===== config.mk =====
export PLATFORM = sky130hd
export DESIGN_NAME = bullet_scheduler
export DESIGN_NICKNAME = d
export VERILOG_FILES = /design/src/rtl/bullet_scheduler.sv
export SDC_FILE = /design/constraint.sdc
export NUM_CORES = 1
export LEC_CHECK = 0
export BUFFER_PORTS_ARGS = -buffer_cell sky130_fd_sc_hd__buf_2
export CORE_UTILIZATION = 61
export DETAILED_ROUTE_END_ITERATION = 8
export PLACE_DENSITY = 0.77
export SETUP_SLACK_MARGIN = 0.05
export SYNTH_ARGS = -nofsm -noshare
export SYNTH_HDL_FRONTEND = slang
export SYNTH_SLANG_ARGS = --single-unit

===== constraint.sdc =====
create_clock -name Clk -period 6.75 [get_ports Clk]
set_input_delay 1.35 -clock Clk [delete_from_list [all_inputs] [get_ports Clk]]
set_output_delay 1.35 -clock Clk [all_outputs]
set_load 0.02 [all_outputs]

===== src/rtl/bullet_scheduler.sv =====
// Shared bullet-slot pool for two tanks: latches fire requests, grants slots round-robin once
// per frame, moves live bullets, frees those leaving the screen and flags bullet pixels.
module bullet_scheduler #(
  parameter int NUM_SLOTS    = 4,
  parameter int MAX_PER_TANK = 2,
  parameter int BULLET_SIZE  = 8,
  parameter int TANK_SIZE    = 32,
  parameter int BULLET_STEP  = 4,
  parameter int COOLDOWN     = 15,
  parameter int X_MAX        = 639,
  parameter int Y_MAX        = 479
) (
  input  logic                 Clk,
  input  logic                 Reset,
  input  logic                 frame_clk,
  input  logic [1:0]           fire_req,
  input  logic [9:0]           tank0_X,
  input  logic [9:0]           tank0_Y,
  input  logic [2:0]           tank0_dir,
  input  logic [9:0]           tank1_X,
  input  logic [9:0]           tank1_Y,
  input  logic [2:0]           tank1_dir,
  input  logic [9:0]           DrawX,
  input  logic [9:0]           DrawY,
  output logic [1:0]           fire_grant,
  output logic [NUM_SLOTS-1:0] slot_active,
  output logic                 is_bullet,
  output logic                 bullet_owner,
  output logic                 busy
);
  localparam int          IW   = $clog2(NUM_SLOTS);
  localparam int          CW   = $clog2(COOLDOWN + 1);
  localparam logic [10:0] HALF = 11'(TANK_SIZE / 2 - BULLET_SIZE / 2);
  localparam logic [10:0] BSZ  = 11'(BULLET_SIZE);
  localparam logic [10:0] TSZ  = 11'(TANK_SIZE);
  localparam logic [10:0] STEP = 11'(BULLET_STEP);
  localparam logic [IW-1:0] LAST = IW'(NUM_SLOTS - 1);

  typedef enum logic [1:0] {IDLE, MOVE, ARB_A, ARB_B} state_t;

  state_t               state_q, state_d;
  logic [IW-1:0]        idx_q;
  logic [9:0]           slot_x   [NUM_SLOTS];
  logic [9:0]           slot_y   [NUM_SLOTS];
  logic [2:0]           slot_dir [NUM_SLOTS];
  logic [NUM_SLOTS-1:0] slot_owner;
  logic [1:0]           pending;
  logic [CW-1:0]        cooldown [2];
  logic                 rr_ptr, granted_q;
  logic [2:0]           fsync;
  logic                 tick;

  logic [10:0]   mv_x, mv_y, sp_x, sp_y;
  logic          mv_off;
  logic          arb_tank, arb_cycle, free_found, dir_ok, grant_ok;
  logic [IW-1:0] free_idx;
  logic [3:0]    owned;
  logic [9:0]    arb_x, arb_y;
  logic [2:0]    arb_dir;

  // Coordinates are 11 bits wide so that a wrap below zero lands in bit 10.
  function automatic logic off_screen(input logic [10:0] px, input logic [10:0] py);
    return px[10] || py[10] ||
           ((px + BSZ - 11'd1) > 11'(X_MAX)) || ((py + BSZ - 11'd1) > 11'(Y_MAX));
  endfunction

  // NOTE: the frame_clk synchroniser carries no reset so a reset taken while frame_clk is high
  // cannot fabricate a tick once it is released.
  always_ff @(posedge Clk) fsync <= {fsync[1:0], frame_clk};
  assign tick = fsync[1] & ~fsync[2];

  always_comb begin
    // NOTE: every combinational output gets a default first so no path can infer a latch.
    state_d = state_q;
    case (state_q)
      IDLE:    if (tick) state_d = MOVE;
      MOVE:    if (idx_q == LAST) state_d = ARB_A;
      ARB_A:   state_d = ARB_B;
      ARB_B:   state_d = IDLE;
      default: state_d = IDLE;
    endcase
  end

  always_comb begin
    mv_x = {1'b0, slot_x[idx_q]};
    mv_y = {1'b0, slot_y[idx_q]};
    case (slot_dir[idx_q])
      3'd1:    mv_y = {1'b0, slot_y[idx_q]} - STEP;
      3'd2:    mv_x = {1'b0, slot_x[idx_q]} + STEP;
      3'd3:    mv_x = {1'b0, slot_x[idx_q]} - STEP;
      3'd4:    mv_y = {1'b0, slot_y[idx_q]} + STEP;
      default: ;
    endcase
    mv_off = off_screen(mv_x, mv_y);
  end

  always_comb begin
    arb_cycle = (state_q == ARB_A) || (state_q == ARB_B);
    arb_tank  = (state_q == ARB_B) ? ~rr_ptr : rr_ptr;
    arb_x     = arb_tank ? tank1_X   : tank0_X;
    arb_y     = arb_tank ? tank1_Y   : tank0_Y;
    arb_dir   = arb_tank ? tank1_dir : tank0_dir;
    free_found = 1'b0;
    free_idx   = '0;
    owned      = '0;
    for (int s = NUM_SLOTS - 1; s >= 0; s--) begin
      if (!slot_active[s]) begin
        free_found = 1'b1;
        free_idx   = IW'(s);
      end else if (slot_owner[s] == arb_tank) begin
        owned = owned + 4'd1;
      end
    end
    dir_ok = 1'b1;
    sp_x   = {1'b0, arb_x};
    sp_y   = {1'b0, arb_y};
    case (arb_dir)
      3'd1:    begin sp_x = {1'b0, arb_x} + HALF; sp_y = {1'b0, arb_y} - BSZ;  end
      3'd2:    begin sp_x = {1'b0, arb_x} + TSZ;  sp_y = {1'b0, arb_y} + HALF; end
      3'd3:    begin sp_x = {1'b0, arb_x} - BSZ;  sp_y = {1'b0, arb_y} + HALF; end
      3'd4:    begin sp_x = {1'b0, arb_x} + HALF; sp_y = {1'b0, arb_y} + TSZ;  end
      default: dir_ok = 1'b0;
    endcase
    grant_ok = arb_cycle && pending[arb_tank] && free_found && dir_ok &&
               (owned < 4'(MAX_PER_TANK)) && !off_screen(sp_x, sp_y);
    fire_grant = '0;
    if (grant_ok && !Reset) fire_grant[arb_tank] = 1'b1;
  end

  always_ff @(posedge Clk) begin
    // NOTE: sequential state uses non-blocking assignments only; later writes in this block
    // deliberately override earlier ones (e.g. a serve clears pending over the request latch).
    if (Reset) begin
      state_q     <= IDLE;
      idx_q       <= '0;
      slot_active <= '0;
      slot_owner  <= '0;
      // NOTE: the slot file is small and must come up with defined coordinates, so it is reset.
      for (int s = 0; s < NUM_SLOTS; s++) begin
        slot_x[s]   <= '0;
        slot_y[s]   <= '0;
        slot_dir[s] <= '0;
      end
      pending     <= '0;
      cooldown[0] <= '0;
      cooldown[1] <= '0;
      rr_ptr      <= 1'b0;
      granted_q   <= 1'b0;
    end else begin
      state_q <= state_d;
      idx_q   <= (state_q == MOVE && idx_q != LAST) ? idx_q + IW'(1) : '0;
      for (int i = 0; i < 2; i++) begin
        if (fire_req[i] && cooldown[i] == '0) pending[i] <= 1'b1;
        if (state_q == IDLE && tick && cooldown[i] != '0) cooldown[i] <= cooldown[i] - CW'(1);
      end
      if (arb_cycle) pending[arb_tank] <= 1'b0;
      if (state_q == MOVE && slot_active[idx_q]) begin
        if (mv_off) begin
          slot_active[idx_q] <= 1'b0;
        end else begin
          slot_x[idx_q] <= mv_x[9:0];
          slot_y[idx_q] <= mv_y[9:0];
        end
      end
      if (grant_ok) begin
        slot_active[free_idx] <= 1'b1;
        slot_owner[free_idx]  <= arb_tank;
        slot_x[free_idx]      <= sp_x[9:0];
        slot_y[free_idx]      <= sp_y[9:0];
        slot_dir[free_idx]    <= arb_dir;
        cooldown[arb_tank]    <= CW'(COOLDOWN);
      end
      if (state_q == IDLE)  granted_q <= 1'b0;
      else if (grant_ok)    granted_q <= 1'b1;
      if (state_q == ARB_B && (granted_q || grant_ok)) rr_ptr <= ~rr_ptr;
    end
  end

  assign busy = (state_q != IDLE);

  always_comb begin
    is_bullet    = 1'b0;
    bullet_owner = 1'b0;
    for (int s = NUM_SLOTS - 1; s >= 0; s--) begin
      if (slot_active[s] &&
          {1'b0, DrawX} >= {1'b0, slot_x[s]} && {1'b0, DrawX} <= {1'b0, slot_x[s]} + BSZ - 11'd1 &&
          {1'b0, DrawY} >= {1'b0, slot_y[s]} && {1'b0, DrawY} <= {1'b0, slot_y[s]} + BSZ - 11'd1) begin
        is_bullet    = 1'b1;
        bullet_owner = slot_owner[s];
      end
    end
  end
endmodule

# Yosys cells after proc, flatten, opt, wreduce, memory -nomap -nowiden
# Memories as Yosys holds them, arrays and structs flattened. A register that Yosys moved wholly into a read port is not among the register bits.
# Index checks and enable logic that the tools add are counted.
classes:
  addsub: 40
  magnitude_cmp: 27
  eq_ne: 19
  mux: 95
  bitwise: 11
  reduce_logical: 61
op_table:
  columns: ["cell", "n"]
  rows:
  - ["$sub 11x1->11 const B", 12]
  - ["$add 10x4->11 const B", 10]
  - ["$le 10x11->1", 8]
  - ["$ge 10x10->1", 8]
  - ["$pmux 11 s3", 2]
  - ["$mux 10", 6]
  - ["$mux 4", 13]
  - ["$mux 1", 48]
  - ["$add 11x4->11 const B", 4]
  - ["$pmux 11 s2", 2]
  - ["$reduce_or 10->1", 4]
  - ["$logic_and 1x1->1", 33]
  - ["$mux 2", 16]
  - ["$add 10x3->11 const B", 2]
  - ["$add 10x6->11 const B", 2]
  - ["$gt 11x10->1 const B", 2]
  - ["$gt 11x9->1 const B", 2]
  - ["$sub 10x3->11 const B", 2]
  - ["$sub 10x4->11 const B", 2]
  - ["$add 4x1->4 const B", 3]
  - ["$eq 3x2->1 const B", 4]
  - ["$logic_not 4->1", 2]
  - ["$logic_or 1x1->1", 8]
  - ["$pmux 2 s4", 1]
  - ["34 further kinds", 57]
word_totals:
  regBits: 19
  mem_bits_rw: 100
  in_bits: 71
  output_inout_bits: 9
  word_cells: 265
  mem_count: 4
memory_table:
  columns: ["memory", "depth", "word_bits", "rd", "rd_ports_with_merged_regs", "write_ports", "line", "rtl"]
  rows:
  - ["slot_x", 4, 10, 5, 1, 4, "43", "logic [9:0] slot_x [NUM_SLOTS];"]
  - ["slot_y", 4, 10, 5, 1, 4, "44", "logic [9:0] slot_y [NUM_SLOTS];"]
  - ["slot_dir", 4, 3, 1, 1, 4, "45", "logic [2:0] slot_dir [NUM_SLOTS];"]
  - ["cooldown", 2, 4, 2, 0, 2, "48", "logic [CW-1:0] cooldown [2];"]

# Logic depth before layout (Yosys ltp)
depth:
  depth_word: 22
  mapped_depth: 25
  ltp_nobuf: 20

# Least setup slack after synthesis
# OpenSTA, ideal clock, no wires.
synth_timing:
  kind: "flip-flop to output port"
  startpoint: "reg state_q[0]"
  endpoint: "out fire_grant[0]"
  arrival_ps: 5053
  required_time_ps: 5400
  slack_ps: 347
  stages_incl_launch_ff: 25
  path_buffers: 7
  cell_sequence: "dfxtp_1 > ha_1 > buf_2 > xnor2_2 > buf_2 > buf_2 > buf_2 > buf_2 > xnor2_1 > ha_1 > nand2_1 > o21ai_0 > ha_1 > mux2_2 > ha_1 > a21oi_1 > nor2_1 > a21o_1 > or3_1 > a311oi_1 > and3_1 > clkbuf_1 > buf_2 > nand3_1 > inv_1"
synth_between:
  elab_chain_len: 19
  elab_cells_between_ends: 63
  classes_between: "13 x add/sub; 5 x order compare; 10 x eq/ne; 20 x mux; 15 x reduce/logical"
synth_rtl:
  columns: ["item", "line", "rtl"]
  rows:
  - ["start, declared", "41", "state_t state_q, state_d;"]
  - ["start signal, assigned", "150", "state_q <= state_d;"]
  - ["parallel branches: the longest is 18 deep, another holds $add 10x4->11", null, null]
  - ["$mux 2 (*)", "127", "if (grant_ok && !Reset) fire_grant[arb_tank] = 1'b1;"]
  - ["end, declared", "25", "output logic [1:0] fire_grant,"]
# Every way passes the cells marked *. The select of a mux whose other input is x is not followed.

# Final worst setup path
# Same ends and word-level chain as after synthesis.

==> run metrics <==
Hold/Removal Path Class flip-flop to flip-flop; R2R depth 17; Hold Path Sink fsync[1]$_DFF_P_; RR Endpoint slot_y[1][7]$_SDFFCE_PN0P_; launch point of the worst reg-to-reg path idx_q[0]$_SDFF_PP0_; area delta synth->final 9.41%; crit path launch type flip-flop; Core Box Area approximately 23,000 µm²; DRC viols 0; crit path DAT around 4900 ps; crit path max fanout 8; clock buffer count from CTS 17; syn nets about 1,900; Post-DRT Antenna Nets 0; Tightest Pin Transition 990 ps; vias in the first global route approximately 12,000; Mapped Cells ~1,600; Leakage Power around 6.4 nW; maximum root-to-sink buffer count 2; die width around 150 µm; total number of vias about 13,000; ys async rst share 0; port bufs a little under 80; Post-synth EDFFs 92; CTS clk-pin slew, worst paths about 60 ps; share of cells above drive strength 1 0.124; initial antenna violation count 0; largest net degree at the start of global routing 45; maxcap violations 0; first-pass GRT wire length 60,500 µm; CTS Sinks ~120; post-route minimum period 6250 ps; hold path start fsync[0]$_DFF_P_; CP endpoint kind output pin; final worst path period share 0.926; placed insts between 1,500 and 2,000; ant diodes 0; post-synth cell types 87; Initial Utilization 0.623; post-CTS setup buffers 0; Rows between 50 and 60; first-pass iteration count of the detailed router 5; final instance area between 15,000 and 20,000 µm²; Min-Delay Path Depth 0; gr usage total 0.321; DRT iter0 DRCs between 900 and 1,000; Max Fclk around 0.16 GHz; pwr/cell area approximately 190 nW/µm²; status finished clean; CTS tree done; die height ~150 µm; total die area between 20,000 and 25,000 µm²; Final HPWL DP just under 30,000 µm; WL/cell roughly 19 µm; post-layout power between 2 and 3 mW; fin. max-slew vios 0; H-Tree Depth 4; CTS Root Cell clkbuf_16; fin nets 1,946; Skew-Pair Late Insertion Delay roughly 420 ps; worst path required time 5400 ps; Final Setup Violations 0; flop2flop setup slack between 900 and 1000 ps; Seq cells post-synth ~120; post-route insts no fill 1,964; RSZ-0062 raised after global routing false; Worst Clk Skew between 15 and 20 ps; Setup TNS 0 ps; placed cell area 14,800 µm²; Worst slew margin 0.323; gpl congestion 0.960; Final Hold Vio Count 0; Synth Warn # 0; crit path kind flip-flop to output pin; # IOs 80; DRT Wirelength roughly 38,000 µm; Synth Flop Type edfxtp_1; worst vdd ir around 0.15 mV; Vias/cell approximately 6.5; sequential cell area fraction in the yosys report 0.234; syn_area_per_cell 8.85 µm²; total grt overflow 0; Mapped Area 14,100 µm²
==> layout make-up <==
class | count | area [µm²]
multi-input combinational | 1283 | 10000
fill | 1833 | 7210
sequential | 119 | 3300
timing repair buffer | 105 | 603
inverter | 140 | 526
clock buffer | 17 | 425
tap | 285 | 357
clock inverter | 15 | 169
==> registers in the layout (all words and copies together), names as in the netlist, 3 cells and up <==
| signal | flops |
|---|---|
| cooldown | 8 |
| fsync | 3 |
| slot_active | 4 |
| slot_dir | 12 |
| slot_owner | 4 |
| slot_x | 40 |
| slot_y | 40 |
==> what timing repair did <==
item	in CTS	in global routing
gates resized for setup	0	3
hold buffers	0	0
setup endpoints to repair	0	2
==> stage by stage <==
| step | setup WS (ps) | util | hold slack, ps |
|---|---|---|---|
| floorplan | 347 | - | 310 |
| global placement | 753 | 0.655 | 310 |
| detailed placement | 748 | 0.655 | 315 |
| CTS | 366 | 0.681 | 330 |
| global route | 172 | 0.682 | 343 |
| finish | 497 | 0.682 | 327 |
==> power breakdown <==
group / leakage [nW] / total (mW) / switching, mW / internal (mW)
Combinational: 4.93 / 1.07 / 0.618 / 0.448
Sequential: 1.17 / 0.865 / 0.0430 / 0.822
Clock: 0.290 / 0.929 / 0.376 / 0.553
==> cells by family (layout without fill, tap and decap cells) <==
kind of cell	Yosys count	in the layout	share of synthesized area
flops	119	119	0.234
fa+ha+maj	210	210	0.187
mux	81	81	0.0806
xor+xnor	111	111	0.0700
simple gates	514	514	0.184
compound gates	367	367	0.188
buf+inv	192	277	0.0559
==> synthesized netlist by cell type, types with 13 or more instances <==
library cell | number | area, µm²
a211oi_1 | 14 | 105
a21boi_0 | 13 | 97.6
a21oi_1 | 57 | 285
and2_1 | 16 | 100
buf_2 | 18 | 90.1
clkbuf_1 | 21 | 78.8
dfxtp_1 | 27 | 541
edfxtp_1 | 92 | 2760
ha_1 | 207 | 2590
inv_1 | 139 | 522
mux2_2 | 17 | 191
mux2i_1 | 39 | 390
mux4_2 | 24 | 541
nand2_1 | 112 | 420
nand2b_1 | 14 | 87.6
nand3_1 | 46 | 230
nand4_1 | 24 | 150
nor2_1 | 120 | 450
nor2b_1 | 36 | 225
nor3_1 | 60 | 300
nor3b_1 | 14 | 105
o211ai_1 | 14 | 105
o21a_1 | 69 | 518
o21ai_0 | 67 | 335
or3_1 | 17 | 106
xnor2_1 | 89 | 780
xor2_1 | 20 | 175
==> worst max-delay path, cell delays in order, from the launching register on <==
cell and delay, ps:
dfxtp_1 390, ha_2 370, xor2_4 190, xnor2_1 140, nand2_1 100, inv_1 90, ha_1 220, nand2_1 70
o21ai_0 140, ha_1 360, mux2_2 280, ha_1 290, a21oi_1 140, nor2_1 60, a21o_1 150, or3_1 350
a311oi_1 360, and3_1 330, nand3_1 180, inv_1 100, buf_2 160
==> cell usage in the layout, fill, tap and decap left out, types with 24 or more instances in the layout <==
cell	n
buf_4	25
ha_1	206
mux4_2	24
o21ai_0	66
dfxtp_1	26
inv_1	139
o21a_1	69
nand4_1	24
buf_2	79
nand3_1	46
nor2b_1	36
xnor2_1	89
nor2_1	120
mux2i_1	38
a21oi_1	57
nor3_1	60
edfxtp_1	92
nand2_1	112
==> worst max-delay path by stage <==
stage | from | to | slack (ps) | cells past startpoint
6_report | state_q[0]$_SDFFE_PP0P_ | fire_grant[0] | 500 | 20
3_5_place_dp | DrawY[1] | bullet_owner | 750 | 15
5_1_grt | state_q[0]$_SDFFE_PP0P_ | fire_grant[1] | 170 | 20
3_3_place_gp | DrawY[1] | bullet_owner | 750 | 15
4_1_cts | state_q[0]$_SDFFE_PP0P_ | fire_grant[1] | 370 | 16
2_1_floorplan | state_q[0]$_SDFFE_PP0P_ | fire_grant[0] | 350 | 24
==> routing by layer <==
layer  track usage  share of wire  vias to the layer above
li1              -              -                     6037
met1         0.407           0.41                     6067
met2         0.571           0.48                      558
met3        0.0335          0.077                       76
met4         0.100          0.024                        0
met5             0              0                        -
No activity file was read; power rests on OpenSTA's default activity.
